--- src/rtl/s100_pkg.sv ---
// Shared types and constants for the S-100 I/O port responder.
// Defines the FSM states, the port offsets and the layout of the status byte.
package s100_pkg;

   typedef enum logic [1:0] {IDLE, WAIT_RD, DRIVE, WAIT_WR} state_t;

   localparam logic OFS_DATA = 1'b0;
   localparam logic OFS_STAT = 1'b1;

   localparam int STAT_ERR_BIT = 7;
   localparam int STAT_CNT_W   = 4;

   // Synchronized strobe/status bundle, MSB first.
   typedef struct packed {
      logic sout;
      logic sinp;
      logic n_pwr;
      logic pdbin;
      logic n_pstval;
      logic psync;
   } ctl_t;

   // Idle bus levels: active-low strobes sit high.
   localparam logic [5:0] CTL_IDLE = 6'b001010;

   function automatic logic [7:0] stat_byte(input logic err, input logic [STAT_CNT_W-1:0] cnt);
      logic [7:0] b;
      b = '0;
      b[STAT_ERR_BIT] = err;
      b[STAT_CNT_W-1:0] = cnt;
      return b;
   endfunction

endpackage

--- src/rtl/s100_sync.sv ---
// Two-flop synchronizer, W bits wide, reset to RST_VAL.
// Latency 2 clocks; no backpressure, samples every clock.
module s100_sync #(
   parameter int           W       = 8,
   parameter logic [W-1:0] RST_VAL = '0
) (
   input  logic         clk,
   input  logic         rst_n,
   input  logic [W-1:0] d,
   output logic [W-1:0] q
);

   logic [W-1:0] meta;

   always_ff @(posedge clk or negedge rst_n) begin
      if (!rst_n) begin
         meta <= RST_VAL;
         q    <= RST_VAL;
      end else begin
         meta <= d;
         q    <= meta;
      end
   end

endmodule

--- src/rtl/s100_io_responder.sv ---
// S-100 slave I/O responder: data port at PORT_BASE, status port at PORT_BASE+1.
// Strobe edges act on the 3rd clock after they occur; no backpressure, the bus master paces every cycle.
module s100_io_responder
   import s100_pkg::*;
#(
   parameter logic [7:0]  PORT_BASE = 8'h30,
   parameter int unsigned TIMEOUT   = 255
) (
   input  logic       pll0_50MHz,
   input  logic       s100_n_RESET,
   input  logic [7:0] s100_adr,
   input  logic [7:0] s100_DO,
   input  logic       s100_pSYNC,
   input  logic       s100_n_pSTVAL,
   input  logic       s100_pDBIN,
   input  logic       s100_n_pWR,
   input  logic       s100_sINP,
   input  logic       s100_sOUT,
   output logic [7:0] s100_DI,
   output logic       F_out_DI_oe,
   output logic [7:0] port_data,
   output logic [7:0] sbcLEDS,
   output logic [7:0] cycle_count,
   output logic       timeout_err
);

   localparam logic [15:0] TMO_LAST = 16'(TIMEOUT - 1);

   // Reset asserts asynchronously and releases on the clock.
   logic [1:0] rst_pipe;
   logic       rst_n;

   always_ff @(posedge pll0_50MHz or negedge s100_n_RESET) begin
      if (!s100_n_RESET) rst_pipe <= 2'b00;
      else               rst_pipe <= {rst_pipe[0], 1'b1};
   end
   assign rst_n = rst_pipe[1];

   logic [7:0] adr_s;
   logic [7:0] do_s;
   ctl_t       ctl_raw;
   ctl_t       ctl_s;

   assign ctl_raw = {s100_sOUT, s100_sINP, s100_n_pWR, s100_pDBIN, s100_n_pSTVAL, s100_pSYNC};

   s100_sync #(.W(8), .RST_VAL(8'h00)) u_sync_adr (
      .clk(pll0_50MHz), .rst_n(rst_n), .d(s100_adr), .q(adr_s));
   s100_sync #(.W(8), .RST_VAL(8'h00)) u_sync_do (
      .clk(pll0_50MHz), .rst_n(rst_n), .d(s100_DO), .q(do_s));
   s100_sync #(.W(6), .RST_VAL(CTL_IDLE)) u_sync_ctl (
      .clk(pll0_50MHz), .rst_n(rst_n), .d(ctl_raw), .q(ctl_s));

   logic   qual_q, dbin_q, n_pwr_q;
   logic   qual, start, dbin_rise, dbin_fall, wr_rise, hit;
   state_t state, decoded;
   logic   rd_stat;
   logic [15:0] tmo_cnt;
   logic [7:0]  hold;

   assign qual      = ctl_s.psync & ~ctl_s.n_pstval;
   assign dbin_rise = ctl_s.pdbin & ~dbin_q;
   assign dbin_fall = ~ctl_s.pdbin & dbin_q;
   assign wr_rise   = ctl_s.n_pwr & ~n_pwr_q;
   assign hit       = (adr_s[7:1] == PORT_BASE[7:1]);

   // IDLE decodes on the qualified level; a wait state only restarts on a fresh qualification.
   always_comb begin
      start = 1'b0;
      case (state)
         IDLE:             start = qual;
         WAIT_RD, WAIT_WR: start = qual & ~qual_q;
         default:          start = 1'b0;
      endcase
   end

   always_comb begin
      decoded = IDLE;
      if (hit && ctl_s.sinp && !ctl_s.sout)
         decoded = WAIT_RD;
      else if (hit && ctl_s.sout && !ctl_s.sinp && adr_s[0] == OFS_DATA)
         decoded = WAIT_WR;
   end

   always_ff @(posedge pll0_50MHz or negedge rst_n) begin
      if (!rst_n) begin
         state       <= IDLE;
         qual_q      <= 1'b0;
         dbin_q      <= 1'b0;
         n_pwr_q     <= 1'b1;
         rd_stat     <= 1'b0;
         tmo_cnt     <= '0;
         hold        <= '0;
         s100_DI     <= '0;
         F_out_DI_oe <= 1'b1;
         port_data   <= '0;
         cycle_count <= '0;
         timeout_err <= 1'b0;
      end else begin
         qual_q  <= qual;
         dbin_q  <= ctl_s.pdbin;
         n_pwr_q <= ctl_s.n_pwr;
         if (state == WAIT_WR && !ctl_s.n_pwr)
            hold <= do_s;

         if (start) begin
            state   <= decoded;
            rd_stat <= adr_s[0];
            tmo_cnt <= '0;
         end else begin
            case (state)
               WAIT_RD, WAIT_WR: begin
                  if (state == WAIT_RD && dbin_rise) begin
                     s100_DI     <= (rd_stat == OFS_STAT)
                                    ? stat_byte(timeout_err, cycle_count[STAT_CNT_W-1:0])
                                    : port_data;
                     F_out_DI_oe <= 1'b0;
                     state       <= DRIVE;
                  end else if (state == WAIT_WR && wr_rise) begin
                     port_data   <= hold;
                     cycle_count <= cycle_count + 8'd1;
                     state       <= IDLE;
                  end else if (tmo_cnt == TMO_LAST) begin
                     timeout_err <= 1'b1;
                     state       <= IDLE;
                  end else begin
                     tmo_cnt <= tmo_cnt + 16'd1;
                  end
               end
               DRIVE: begin
                  if (dbin_fall) begin
                     F_out_DI_oe <= 1'b1;
                     s100_DI     <= '0;
                     cycle_count <= cycle_count + 8'd1;
                     state       <= IDLE;
                  end
               end
               default: state <= IDLE;
            endcase
         end
      end
   end

   assign sbcLEDS = ~port_data;

endmodule

--- config.mk ---
export PLATFORM = sky130hd
export DESIGN_NAME = s100_io_responder
export DESIGN_NICKNAME = d
export VERILOG_FILES = /design/src/rtl/s100_pkg.sv /design/src/rtl/s100_sync.sv /design/src/rtl/s100_io_responder.sv
export SDC_FILE = /design/constraint.sdc
export NUM_CORES = 1
export LEC_CHECK = 0
export CAP_MARGIN = 20
export CORE_MARGIN = 2
export CORE_UTILIZATION = 45
export CTS_CLUSTER_DIAMETER = 40
export DETAILED_ROUTE_END_ITERATION = 10
export GPL_TIMING_DRIVEN = 0
export PLACE_DENSITY_LB_ADDON = 0.08
export SYNTH_ARGS = -nofsm -noshare
export SYNTH_HDL_FRONTEND = slang
export SYNTH_SLANG_ARGS = --single-unit
--- constraint.sdc ---
create_clock -name pll0_50MHz -period 3.04 [get_ports pll0_50MHz]
set_clock_uncertainty 0.05 [all_clocks]
set_input_delay 0.608 -clock pll0_50MHz [delete_from_list [all_inputs] [get_ports pll0_50MHz]]
set_output_delay 0.608 -clock pll0_50MHz [all_outputs]
set_load 0.02 [all_outputs]
; Word level (Yosys, flattened, before mapping)
; Index checks and enable logic that the tools add are counted.
[word_totals]
reg_bits = 102
elab_cells = 96
inputBits = 24
[op_classes]
reduce_logical = 21
bitwise_logic = 15
eq_ne = 14
muxes = 25
n_addsub = 2
[op_table]
columns = op, count
row1 = 16-bit 2-to-1 mux, 5
row2 = 8-bit 2-to-1 mux, 6
row3 = 8-bit one-hot mux with 2 select lines, 2
row4 = 16-bit by 1-bit adder with 16-bit output (second input constant), 1
row5 = 16-bit by 8-bit equality test with 1-bit output (second input constant), 1
row6 = 2-bit 2-to-1 mux, 7
row7 = 2-bit inequality test (second input constant), 7
row8 = 4-bit AND reduction, 3
row9 = 5-bit AND reduction, 2
row10 = 1-bit inverter, 9
row11 = 8-bit by 1-bit adder with 8-bit output (second input constant), 1
row12 = 1-bit logical AND, 8
row13 = 8-bit inverter, 1
row14 = 7-bit by 5-bit equality test with 1-bit output (second input constant), 1
row15 = 1-bit bitwise AND, 5
row16 = 5-bit inequality test (second input constant), 1
row17 = 2-bit equality test (second input constant), 2
row18 = 1-bit one-hot mux with 2 select lines, 2
row19 = 2-bit one-hot mux with 2 select lines, 1
row20 = 2-bit nonzero test, 2
row21 = 1-bit logical NOT, 3
row22 = 3-bit inequality test (second input constant), 1
row23 = 2-bit by 1-bit equality test with 1-bit output (second input constant), 1
row24 = 2-bit logical NOT, 1
row25 = 3 further kinds, 4

; Longest topological paths before layout
; Gate-level depths: netlist of run 1.
[depth]
ltp_word = 7
mapped_depth = 7
mapped_depth_nobuf = 6

; Cells and area by module
; A second synthesis of run 1 with hierarchy kept.
[hier_totals]
cells_unflattened = 289
area_unflattened_um2 = 3867.5
[modules_own_cells]
columns = module, area_per_inst_um2, seq_area_each_um2, instances, cells_per_inst
row1 = s100_io_responder, 2761.4, 1453.9, 1, 245
row2 = s100_sync (u_sync_adr ...), 400.4, 400.4, 2, 16
row3 = s100_sync (u_sync_ctl), 305.3, 305.3, 1, 12

; Least setup slack after synthesis of run 1
; No wires, ideal clock.
[synth_path]
path_type = reg-to-reg
startpoint = register tmo_cnt[0]
endpoint = register state[1]
synth_period_minus_slack_ns = 2.120
arrival_time_ns = 1.943
path_buffers = 0
setup_time_ns = 0.128
path_stages_with_launch = 7
slack_ns = 0.920
required_time_ns = 2.862
cell_sequence = dfrtp_1 inv_1 ha_1 or4b_4 nor4_4 nor3_2 mux2_1
[synth_between]
elab_chain_len = 3
[synth_lines]
columns = element, line
row1 = "start, declared", s100_io_responder.sv:57  ; logic [15:0] tmo_cnt;
row2 = "start signal, assigned", s100_io_responder.sv:126  ; tmo_cnt <= tmo_cnt + 16'd1;
row3 = 16-bit by 8-bit equality test with 1-bit output, s100_io_responder.sv:122  ; end else if (tmo_cnt == TMO_LAST) begin
row4 = 5-bit inequality test (no source line), --
row5 = 2-bit AND reduction (no source line), --
row6 = "end signal, assigned", s100_io_responder.sv:106  ; state <= decoded;
row7 = "end, declared", s100_io_responder.sv:55  ; state_t state, decoded;
; Every way passes these cells.
; A chain may end at the register's enable or synchronous reset.

; Worst setup path in the final report of run 1
; Same ends and word-level chain as after synthesis.

==> results of run 1 <==
## logic make-up (layout without fill, tap and decap cells)
| logic type | after synthesis | count (layout) | synth area share (%) |
|---|---|---|---|
| other | 1 | 1 | 0.0959 |
| AOI/OAI and AO/OA | 47 | 47 | 7.87 |
| DFF | 102 | 102 | 65.5 |
| adders and majority gates | 3 | 3 | 0.960 |
| xor gates and xnor gates | 7 | 7 | 1.57 |
| buffers and inverters | 22 | 96 | 2.11 |
| and+or+nand+nor | 91 | 91 | 14.1 |
| muxes | 28 | 28 | 7.78 |
## registers in the layout, summed over array words and instances (netlist names)
register         cells
n_pwr_q              1
u_sync_do.q          8
dbin_q               1
u_sync_ctl.q         6
u_sync_do.meta       8
u_sync_adr.meta      8
hold                 8
u_sync_ctl.meta      6
qual_q               1
s100_DI              8
state                2
u_sync_adr.q         8
timeout_err          1
F_out_DI_oe          1
rst_pipe             2
tmo_cnt             16
rd_stat              1
cycle_count          8
port_data            8
## metal layers
| layer | track usage [%] | share of wire (%) |
|---|---|---|
| met1 | 23.6 | 49 |
| met4 | 5.34 | 1.6 |
| met5 | 0 | 0 |
| met2 | 25.3 | 47 |
| met3 | 3.24 | 2.6 |
## through the flow
step / instance area (µm²) / setup WS, ns / util, %
after floorplan: 3910 / 0.920 / -
after global placement: 4620 / 0.690 / 54.0
after detailed placement: 4650 / 0.688 / 54.3
after CTS: 4830 / 0.682 / 56.5
after global routing: 4830 / 0.547 / 56.5
final: 4830 / 0.662 / 56.5
## cell usage in the layout, fill, tap and decap left out, drive strengths merged, types with 7 or more instances in the layout
cell type / n
a21oi: 16
nand3: 12
dfrtp: 96
mux2i: 9
o21ai: 7
o31ai: 9
nor3: 10
nand2: 19
nand4: 10
inv: 13
or4: 9
mux2: 19
clkdlybuf4s50: 57
xor2: 7
clkbuf: 21
## worst register-to-register path: stages, from the launching register on
cell,delay [ns]
dfrtp_1,0.48
inv_1,0.09
ha_1,0.14
or4b_4,0.51
nor4_4,0.57
nor3_2,0.11
mux2_1,0.33
## cell type report
class	instances	area [µm²]	share of cell area [%]
clock inverters	6	55.1	1.14
repair buffers	58	598	12.4
well taps	108	135	2.80
plain buffers	11	41.3	0.855
clock buffers	10	128	2.64
flip-flops and latches	102	2560	53.1
inverters	11	41.3	0.855
multi-input cells	177	1270	26.2
## worst min-delay path by stage
stage | to | slack [ns] | depth (start not counted)
after floorplan | rst_pipe[0] | 0.26 | 0
after CTS | u_sync_adr.q[5] | 0.31 | 0
after detailed placement | u_sync_do.q[0] | 0.28 | 0
final | u_sync_adr.q[5] | 0.30 | 0
after global routing | u_sync_adr.q[3] | 0.32 | 0
after global placement | u_sync_do.q[2] | 0.28 | 0
## power by group through the flow
stage / Combinational (mW) / Sequential, mW / Clock, mW
5_1_grt: 0.0870 / 1.43 / 0.889
3_5_place_dp: 0.0802 / 1.45 / 0
4_1_cts: 0.0803 / 1.42 / 0.824
2_1_floorplan: 0.0238 / 1.45 / 0
3_3_place_gp: 0.0618 / 1.46 / 0
6_report: 0.0778 / 1.42 / 0.795
==> key figures, run 1 <==
Clock network
  • Clock tree sinks: 102
  • Post-CTS Resized: 0
  • # H-tree levels: 3
  • Reg clk slew, reported paths: 0.10 ns
  • Clk_lat worst skew: 0.36 ns
  • Root Driver: clkbuf_8
  • CTS tree: yes
  • Num CTS Buffers: 9
  • Cts hold-fix bufs: 0
  • Post-CTS setup repair buffer count: 0
  • Clock Path Buffers: 2

STA
  • F_max: 421 MHz
  • Measured slew at the worst slew-check pin: 0.696 ns
  • Slew Limit Fails: 0
  • Worst hold slack: 0.301 ns
  • Final Cycle Share: 78.2%
  • RSZ-0062 raised after global routing: no
  • # setup viols final: 0
  • Worst rel slew slack: 53.2%
  • Final setup TNS: 0 ns
  • Period minus WS final: 2.38 ns
  • Fin. Hold Viols: 0

Die
  • Die ar.: 9450 µm²
  • Initial Util: 45.7%
  • Die Wd: 97.2 µm
  • Vert. Die Dim: 97.2 µm
  • Core area: 8550 µm²
  • Row count: 34
  • I/O pins: 58

Routing
  • Vias: 2498
  • DRC Markers: 0
  • Final wirelength: 7120 µm
  • Antenna-violating nets left: 0
  • DRT Pass-1 Iters: 4
  • Vias per cell: 5.17
  • WL per Instance: 14.7 µm
  • Initial DRC Count: 78

Placement
  • Post-Place Cells: 467
  • Post-DP HPWL: 4880 µm
  • Port bufs: 57
  • RD Place Congestion: 0.834

Synth
  • Synthesized area: 3910 µm²
  • Syn_nets: 328
  • Asr flop ratio synth: 100%
  • Top FF cell, synth: dfrtp_1
  • YS warnings: 0
  • Seq cells post-synth: 102
  • Synth top area cells: dfrtp_1 61%, mux2_2 5.2%, dfstp_2 4.0%
  • Synth top area share: 61.4%
  • Yosys cell types: 45
  • Yosys top cell by area: dfrtp_1
  • EDFF count, synth: 0
  • Cell with the most instances after synthesis: dfrtp_1
  • Register area share after synthesis: 65.5%
  • Syn avg cell area: 13.0 µm²
  • Top post-synthesis cells by count: 96 x dfrtp_1, 19 x nand2_1, 18 x mux2_2
  • Post-Synthesis Cells: 301

Power and ir drop
  • Switching pwr: 542 µW
  • Pwr Total: 2.29 mW
  • Pwr Density: 475 nW/µm²
  • Sw Share: 23.6%
  • Clock Power Share: 34.7%
  • Logic pwr share: 3.4%
  • Internal power: 1.75 mW
  • Max VDD drop: 0.000327 V
  • Reg power frac: 61.9%
  • Pleak: 2.09 nW

Setup path
  • Worst setup path startpoint: tmo_cnt[0]
  • Slowest cell on crit path: nor4_4
  • RR Endpoint: state[1]
  • Cell family with most CP delay: simple AND/OR/NAND/NOR gates
  • Crit path max fanout: 10
  • Critical path's largest stage delay: 0.57 ns
  • R2R Setup Slk: 0.66 ns
  • Reg2reg start: tmo_cnt[0]
  • Startpoint Class: flop
  • WS Path Type: flop to flop
  • CP bufs+invs: 1
  • Required @ worst endpoint: 3.24 ns
  • Arr. time, crit path: 2.58 ns
  • Crit path depth: 6
  • Crit path to: state[1]
  • Crit. End Element: flop
  • R2R cell count: 6
  • Worst-path cell chain: inv_1, ha_1, or4b_4, nor4_4, nor3_2, mux2_1

Cells and area
  • Non-filler instance count after layout: 483
  • Area growth syn-to-layout: 23.5%
  • Nets: 397
  • Antenna cells: 0
  • Share of cells above drive strength 1: 12.3%
  • Fillers: 715

GRT
  • GR Overflow Total: 0
  • Overall routing resource usage: 16.4%
  • Vias in the first global route: 2514
  • First-pass GRT wire length: 12400 µm
  • Largest net degree at the start of global routing: 53
  • Initial antenna violation count: 0

Flow run
  • Total of max-cap violations: 0

Hold path
  • Hold Path Class: flop to flop
  • Hold Crit Start: u_sync_adr.meta[5]

Outcome
  • Status: complete, no violations
(Power assumes the default switching activity.)
==> run 2, diff against run 1 <==
==> constraint.sdc (replaced) <==
create_clock -name pll0_50MHz -period 2.1 [get_ports pll0_50MHz]
set_clock_uncertainty 0.05 [all_clocks]
set_input_delay 0.42 -clock pll0_50MHz [delete_from_list [all_inputs] [get_ports pll0_50MHz]]
set_output_delay 0.42 -clock pll0_50MHz [all_outputs]
set_load 0.02 [all_outputs]
==> run 2 against run 1 <==
Register-to-register slack lost 0.54 ns. Via count increased by 2.2%. Power up 45%. First-iteration DRC count increased by 54%. Cell count rose by 1.4%. Sequential share of layout area decreased by 1.3 points. Clock-buffer cell count unchanged. Clock power increased by 45%. Non-clock buffer count increased by 7. Combinational power grew 54%. Worst hold slack worse by 0.15 ns. Critical path type is now flop to primary output.
==> key figures, run 2 (synthesis gave the netlist of run 1 again) <==
Outcome
  • Status: complete, no violations

Setup path
  • Crit path max fanout: 7 (-3)
  • Cell family with most CP delay: buffers and inverters
  • Required @ worst endpoint: 1.63 ns (-1.61 ns)
  • Startpoint Class: flop
  • Slowest cell on crit path: clkdlybuf4s50_1
  • Worst-path cell chain: clkdlybuf4s50_1
  • CP bufs+invs: 1 (unchanged)
  • R2R Setup Slk: 0.12 ns (-0.54 ns)
  • Worst setup path startpoint: cycle_count[1]
  • Critical path's largest stage delay: 0.66 ns (+0.09 ns)
  • Reg2reg start: tmo_cnt[0]
  • WS Path Type: flop to primary output
  • Crit. End Element: primary output
  • Arr. time, crit path: 1.52 ns (-1.06 ns)

Routing
  • Vias: 2554 (+2.2%)
  • Final wirelength: 7350 µm (+3.3%)
  • WL per Instance: 15.0 µm (+1.9%)
  • Initial DRC Count: 120 (+54%)
  • DRC Markers: 0 (unchanged)
  • DRT Pass-1 Iters: 4 (unchanged)
  • Antenna-violating nets left: 0 (unchanged)
  • Vias per cell: 5.21 (+0.78%)

Cells and area
  • Share of cells above drive strength 1: 18.3% (+6.1 points)
  • Fillers: 691 (-3.4%)
  • Antenna cells: 0 (unchanged)
  • Post-route design area: 4960 µm² (+2.6%)
  • Largest Register: tmo_cnt
  • Commonest non-fill, non-tap cells in the layout: 93 x dfrtp_1, 57 x clkdlybuf4s50_1, 19 x nand2_1, 18 x mux2_2, 16 x a21oi_1
  • Footprint of the multi-input gates: 1330 µm² (+4.6%)
  • Area growth syn-to-layout: 26.8%
  • Reg area: 2570 µm² (about the same)
  • Most common cell after layout, fill and taps aside: dfrtp_1
  • Max reg flops: 16 (unchanged)
  • Nets: 404 (+1.8%)

Die
  • Die Wd: 97.2 µm (unchanged)
  • Die ar.: 9450 µm² (unchanged)
  • Initial Util: 45.7% (unchanged)
  • Row count: 34 (unchanged)
  • Vert. Die Dim: 97.2 µm (unchanged)
  • Core area: 8550 µm² (unchanged)
  • I/O pins: 58 (unchanged)

GRT
  • First-pass GRT wire length: 12900 µm (+3.5%)
  • Largest net degree at the start of global routing: 69 (+30%)
  • GR Overflow Total: 0 (unchanged)
  • Initial antenna violation count: 0 (unchanged)
  • Overall routing resource usage: 17.1% (+0.74 points)
  • Vias in the first global route: 2603 (+3.5%)

STA
  • # setup viols final: 0 (unchanged)
  • Final Cycle Share: 94.5%
  • Worst hold slack: 0.150 ns (-0.151 ns)
  • Final worst slack: 0.115 ns (-0.547 ns)
  • Fin. Hold Viols: 0 (unchanged)
  • F_max: 504 MHz
  • Period minus WS final: 1.99 ns
  • Slew Limit Fails: 0 (unchanged)

Placement
  • Post-DP Area: 4650 µm² (unchanged)
  • Pre-CTS setup slack: -0.182 ns (-0.871 ns)
  • Post-DP HPWL: 5050 µm (+3.5%)
  • Port bufs: 57 (unchanged)
  • RD Place Congestion: 0.813 (-2.5%)

Power and ir drop
  • Max VDD drop: 0.000332 V (+1.6%)
  • Pleak: 2.15 nW (+2.8%)
  • Pwr Density: 669 nW/µm² (+41%)

Clock network
  • Reg clk slew, reported paths: 0.10 ns (about the same)
  • CTS tree: yes
  • Clock Path Buffers: 2 (unchanged)
  • Num CTS Buffers: 9 (unchanged)
  • Clock tree sinks: 102 (unchanged)
  • Clk_lat worst skew: 0.37 ns (about the same)
  • Root Driver: clkbuf_8
  • # H-tree levels: 3 (unchanged)

Flow run
  • Total of max-cap violations: 0 (unchanged)

Hold path
  • Hold Path Class: input pin to async pin
run 2: through the flow:
| step | power (mW) | utilization (%) | TNS [ns] | instances |
|---|---|---|---|---|
| 2_1_floorplan | 2.13 | - | 0 | 301 |
| 3_3_place_gp | 2.20 | 54.0 | -23.03 | 466 |
| 3_5_place_dp | 2.21 | 54.3 | -1.51 | 467 |
| 4_1_cts | 3.38 | 57.3 | -0.0246 | 489 |
| 5_1_grt | 3.47 | 58.0 | -0.00546 | 490 |
| 6_report | 3.32 | 58.0 | 0 | 490 |
run 2: timing repair:
| action | CTS | global route |
|---|---|---|
| buffers inserted | 6 | 2 |
| gates resized for setup | 9 | 15 |
| hold buffers | 0 | 0 |
| setup endpoints to repair | 18 | 38 |
| pin swaps | 3 | 4 |
run 2: worst paths after layout:
| check | depth (start not counted) | end |
|---|---|---|
| max in group asynchronous | 1 | F_out_DI_oe |
| hold reg to reg | 0 | u_sync_ctl.meta[0] |
| min in group pll0_50MHz | 0 | u_sync_do.q[2] |
| setup reg to reg | 6 | state[1] |
| hold / removal | 1 | rst_pipe[1] |
| setup / recovery | 1 | cycle_count[1] |
run 2: layout make-up:
cell class / instances / area share [%]
Buffer: 10 / 0.934
Clock buffer: 10 / 2.57
Clock inverter: 6 / 1.14
Inverter: 11 / 0.833
Multi-Input combinational cell: 177 / 26.8
Sequential cell: 102 / 51.8
Tap cell: 108 / 2.73
Timing Repair Buffer: 66 / 13.3
run 2: report_power, final:
part / switching, mW / internal, mW
Sequential: 0.0304 / 2.02
Clock: 0.694 / 0.454
Combinational: 0.0579 / 0.0622
Total: 0.783 / 2.54
run 2: routing by layer:
metal | part of all wire, % | GRT usage, % | vias up
li1 | - | - | 1230
met1 | 47 | 23.3 | 1268
met2 | 48 | 26.6 | 46
met3 | 3.4 | 3.67 | 10
met4 | 1.8 | 7.91 | 0
met5 | 0 | 0 | -
==> run 3, diff against run 2 <==
--- a/config.mk
+++ b/config.mk
@@ -6,7 +6,6 @@
 export NUM_CORES = 1
 export LEC_CHECK = 0
 export CAP_MARGIN = 20
-export CORE_MARGIN = 2
 export CORE_UTILIZATION = 45
 export CTS_CLUSTER_DIAMETER = 40
 export DETAILED_ROUTE_END_ITERATION = 10
==> run 3 against run 2 <==
Sequential share of layout area increased by 0.54 points. First-iteration DRC count shrank 13%. Global-route usage grew 0.15 points. Maximum frequency shrank 1.4%. Critical endpoint is now state[1]. Cell count down 1.4%. Critical path type is now flop to flop. Clock-buffer cell count is 1 lower. Routed wire length decreased by 4.9%. Non-clock buffer count shrank 3. Combinational power down 4%.
==> key figures, run 3 (synthesis gave the netlist of run 1 again) <==
GRT
  • Vias in the first global route: 2390 (-8.2%)
  • GR Overflow Total: 0 (unchanged)
  • Overall routing resource usage: 17.3% (+0.15 points)
  • Initial antenna violation count: 0 (unchanged)
  • First-pass GRT wire length: 11900 µm (-7.5%)
  • Largest net degree at the start of global routing: 60 (-13%)

Cells and area
  • Max reg flops: 16 (unchanged)
  • Nets: 401 (-0.74%)
  • Non-filler instance count after layout: 483 (-1.4%)
  • Most common cell after layout, fill and taps aside: dfrtp_1
  • Post-route design area: 4910 µm² (-1.0%)
  • Final core occ: 59.1% (+1.1 points)
  • Antenna cells: 0 (unchanged)
  • Commonest non-fill, non-tap cells in the layout: 93 x dfrtp_1, 57 x clkdlybuf4s50_1, 19 x nand2_1, 18 x mux2_2, 16 x a21oi_1
  • Largest Register: tmo_cnt
  • Area growth syn-to-layout: 25.5%
  • Share of cells above drive strength 1: 16.7% (-1.7 points)

Placement
  • Pre-CTS setup slack: -0.190 ns (-0.00798 ns)
  • Port bufs: 57 (unchanged)
  • Post-DP Area: 4640 µm² (about the same)
  • Post-Place Cells: 464 (-0.64%)
  • Post-DP HPWL: 4900 µm (-2.9%)
  • RD Place Congestion: 0.807 (-0.74%)

Die
  • Core area: 8300 µm² (-2.9%)
  • Vert. Die Dim: 95.2 µm (-2.1%)
  • Row count: 33 (-2.9%)
  • Die ar.: 9070 µm² (-4.1%)
  • I/O pins: 58 (unchanged)
  • Die Wd: 95.2 µm (-2.1%)
  • Initial Util: 47.1% (+1.4 points)

Setup path
  • Required @ worst endpoint: 2.30 ns (+0.67 ns)
  • Startpoint Class: flop
  • Most frequent CP cell: clkbuf_1
  • Critical path's largest stage delay: 0.43 ns (-0.23 ns)
  • Crit path max fanout: 10 (+3)
  • Arr. time, crit path: 2.21 ns (+0.69 ns)
  • Crit. End Element: flop
  • CP bufs+invs: 2 (+1)
  • Cell family with most CP delay: buffers and inverters
  • WS Path Type: flop to flop
  • Worst-path cell chain: clkbuf_1, nor4bb_1, o21ai_0, clkbuf_1, o311ai_0, mux2_4
  • Slowest cell on crit path: clkbuf_1

Routing
  • Antenna-violating nets left: 0 (unchanged)
  • Initial DRC Count: 104 (-13%)
  • Final wirelength: 6990 µm (-4.9%)
  • DRT Pass-1 Iters: 4 (unchanged)
  • WL per Instance: 14.5 µm (-3.5%)
  • Vias per cell: 5.24 (+0.46%)
  • DRC Markers: 0 (unchanged)
  • Vias: 2529 (-0.98%)

Power and ir drop
  • Pwr Total: 3.31 mW (-0.24%)
  • Pwr Density: 675 nW/µm² (+0.81%)
  • Max VDD drop: 0.000532 V (+60%)
  • Pleak: 2.13 nW (-0.79%)

STA
  • Fin. Hold Viols: 0 (unchanged)
  • F_max: 496 MHz (-1.4%)
  • Worst rel slew slack: 60.5%
  • RSZ-0062 raised after global routing: no
  • Measured slew at the worst slew-check pin: 0.592 ns
  • Final setup TNS: 0 ns (unchanged)
  • Slew Limit Fails: 0 (unchanged)
  • Worst hold slack: 0.162 ns (+0.0117 ns)
  • # setup viols final: 0 (unchanged)
  • Final worst slack: 0.0858 ns (-0.0290 ns)
  • Period minus WS final: 2.01 ns (+0.0290 ns)
  • Final Cycle Share: 95.9% (+1.4 points)

Clock network
  • # H-tree levels: 3 (unchanged)
  • Reg clk slew, reported paths: 0.11 ns (about the same)
  • Clk_lat worst skew: 0.36 ns (about the same)
  • Num CTS Buffers: 9 (unchanged)
  • CTS tree: yes
  • Clock Path Buffers: 2 (unchanged)
  • Root Driver: clkbuf_8
  • Clock tree sinks: 102 (unchanged)

Outcome
  • Status: complete, no violations

Flow run
  • Total of max-cap violations: 0 (unchanged)

Hold path
  • Hold Path Class: input pin to async pin
run 3: what timing repair did:
action / 4_1_cts / 5_1_grt
endpoints found under the setup margin: 17 / 28
gates resized for setup: 11 / 7
setup buffers: 5 / 0
pin swaps: 1 / 1
hold buffers: 0 / 0
run 3: path summary, 6_finish.rpt:
path	start	to	slack, ns	cells past startpoint
max in group asynchronous	rst_pipe[1]	u_sync_ctl.meta[1]	1.00	1
worst min-delay path	s100_n_RESET	rst_pipe[0]	0.16	1
worst max register to register	state[0]	state[1]	0.09	6
worst min register to register	rst_pipe[1]	tmo_cnt[0]	0.28	0
worst max-delay path	state[0]	state[1]	0.09	6
min in group pll0_50MHz	u_sync_do.meta[1]	u_sync_do.q[1]	0.30	0
run 3: final cells by class:
class	count	area, µm²
fillers	668	3390
flip-flops and latches	102	2570
multi-input cells	177	1310
repair buffers	63	636
well taps	105	131
clock buffers	9	124
clock inverters	6	55.1
plain buffers	10	45.0
inverters	11	41.3
run 3: where the power goes:
part / switching (mW) / total, mW / internal, mW / leakage (nW)
sequential: 0.0329 / 2.05 / 2.02 / 1.30
clock: 0.695 / 1.14 / 0.448 / 0.0858
combinational: 0.0532 / 0.115 / 0.0622 / 0.746
total: 0.781 / 3.31 / 2.53 / 2.13
run 3: layer usage:
layer / global-route usage, % / wire, µm / vias up
li1: - / - / 1236
met1: 24.5 / 3280 / 1242
met2: 26.3 / 3430 / 49
met3: 3.59 / 230 / 2
met4: 6.06 / 40 / 0
met5: 0 / 0 / -
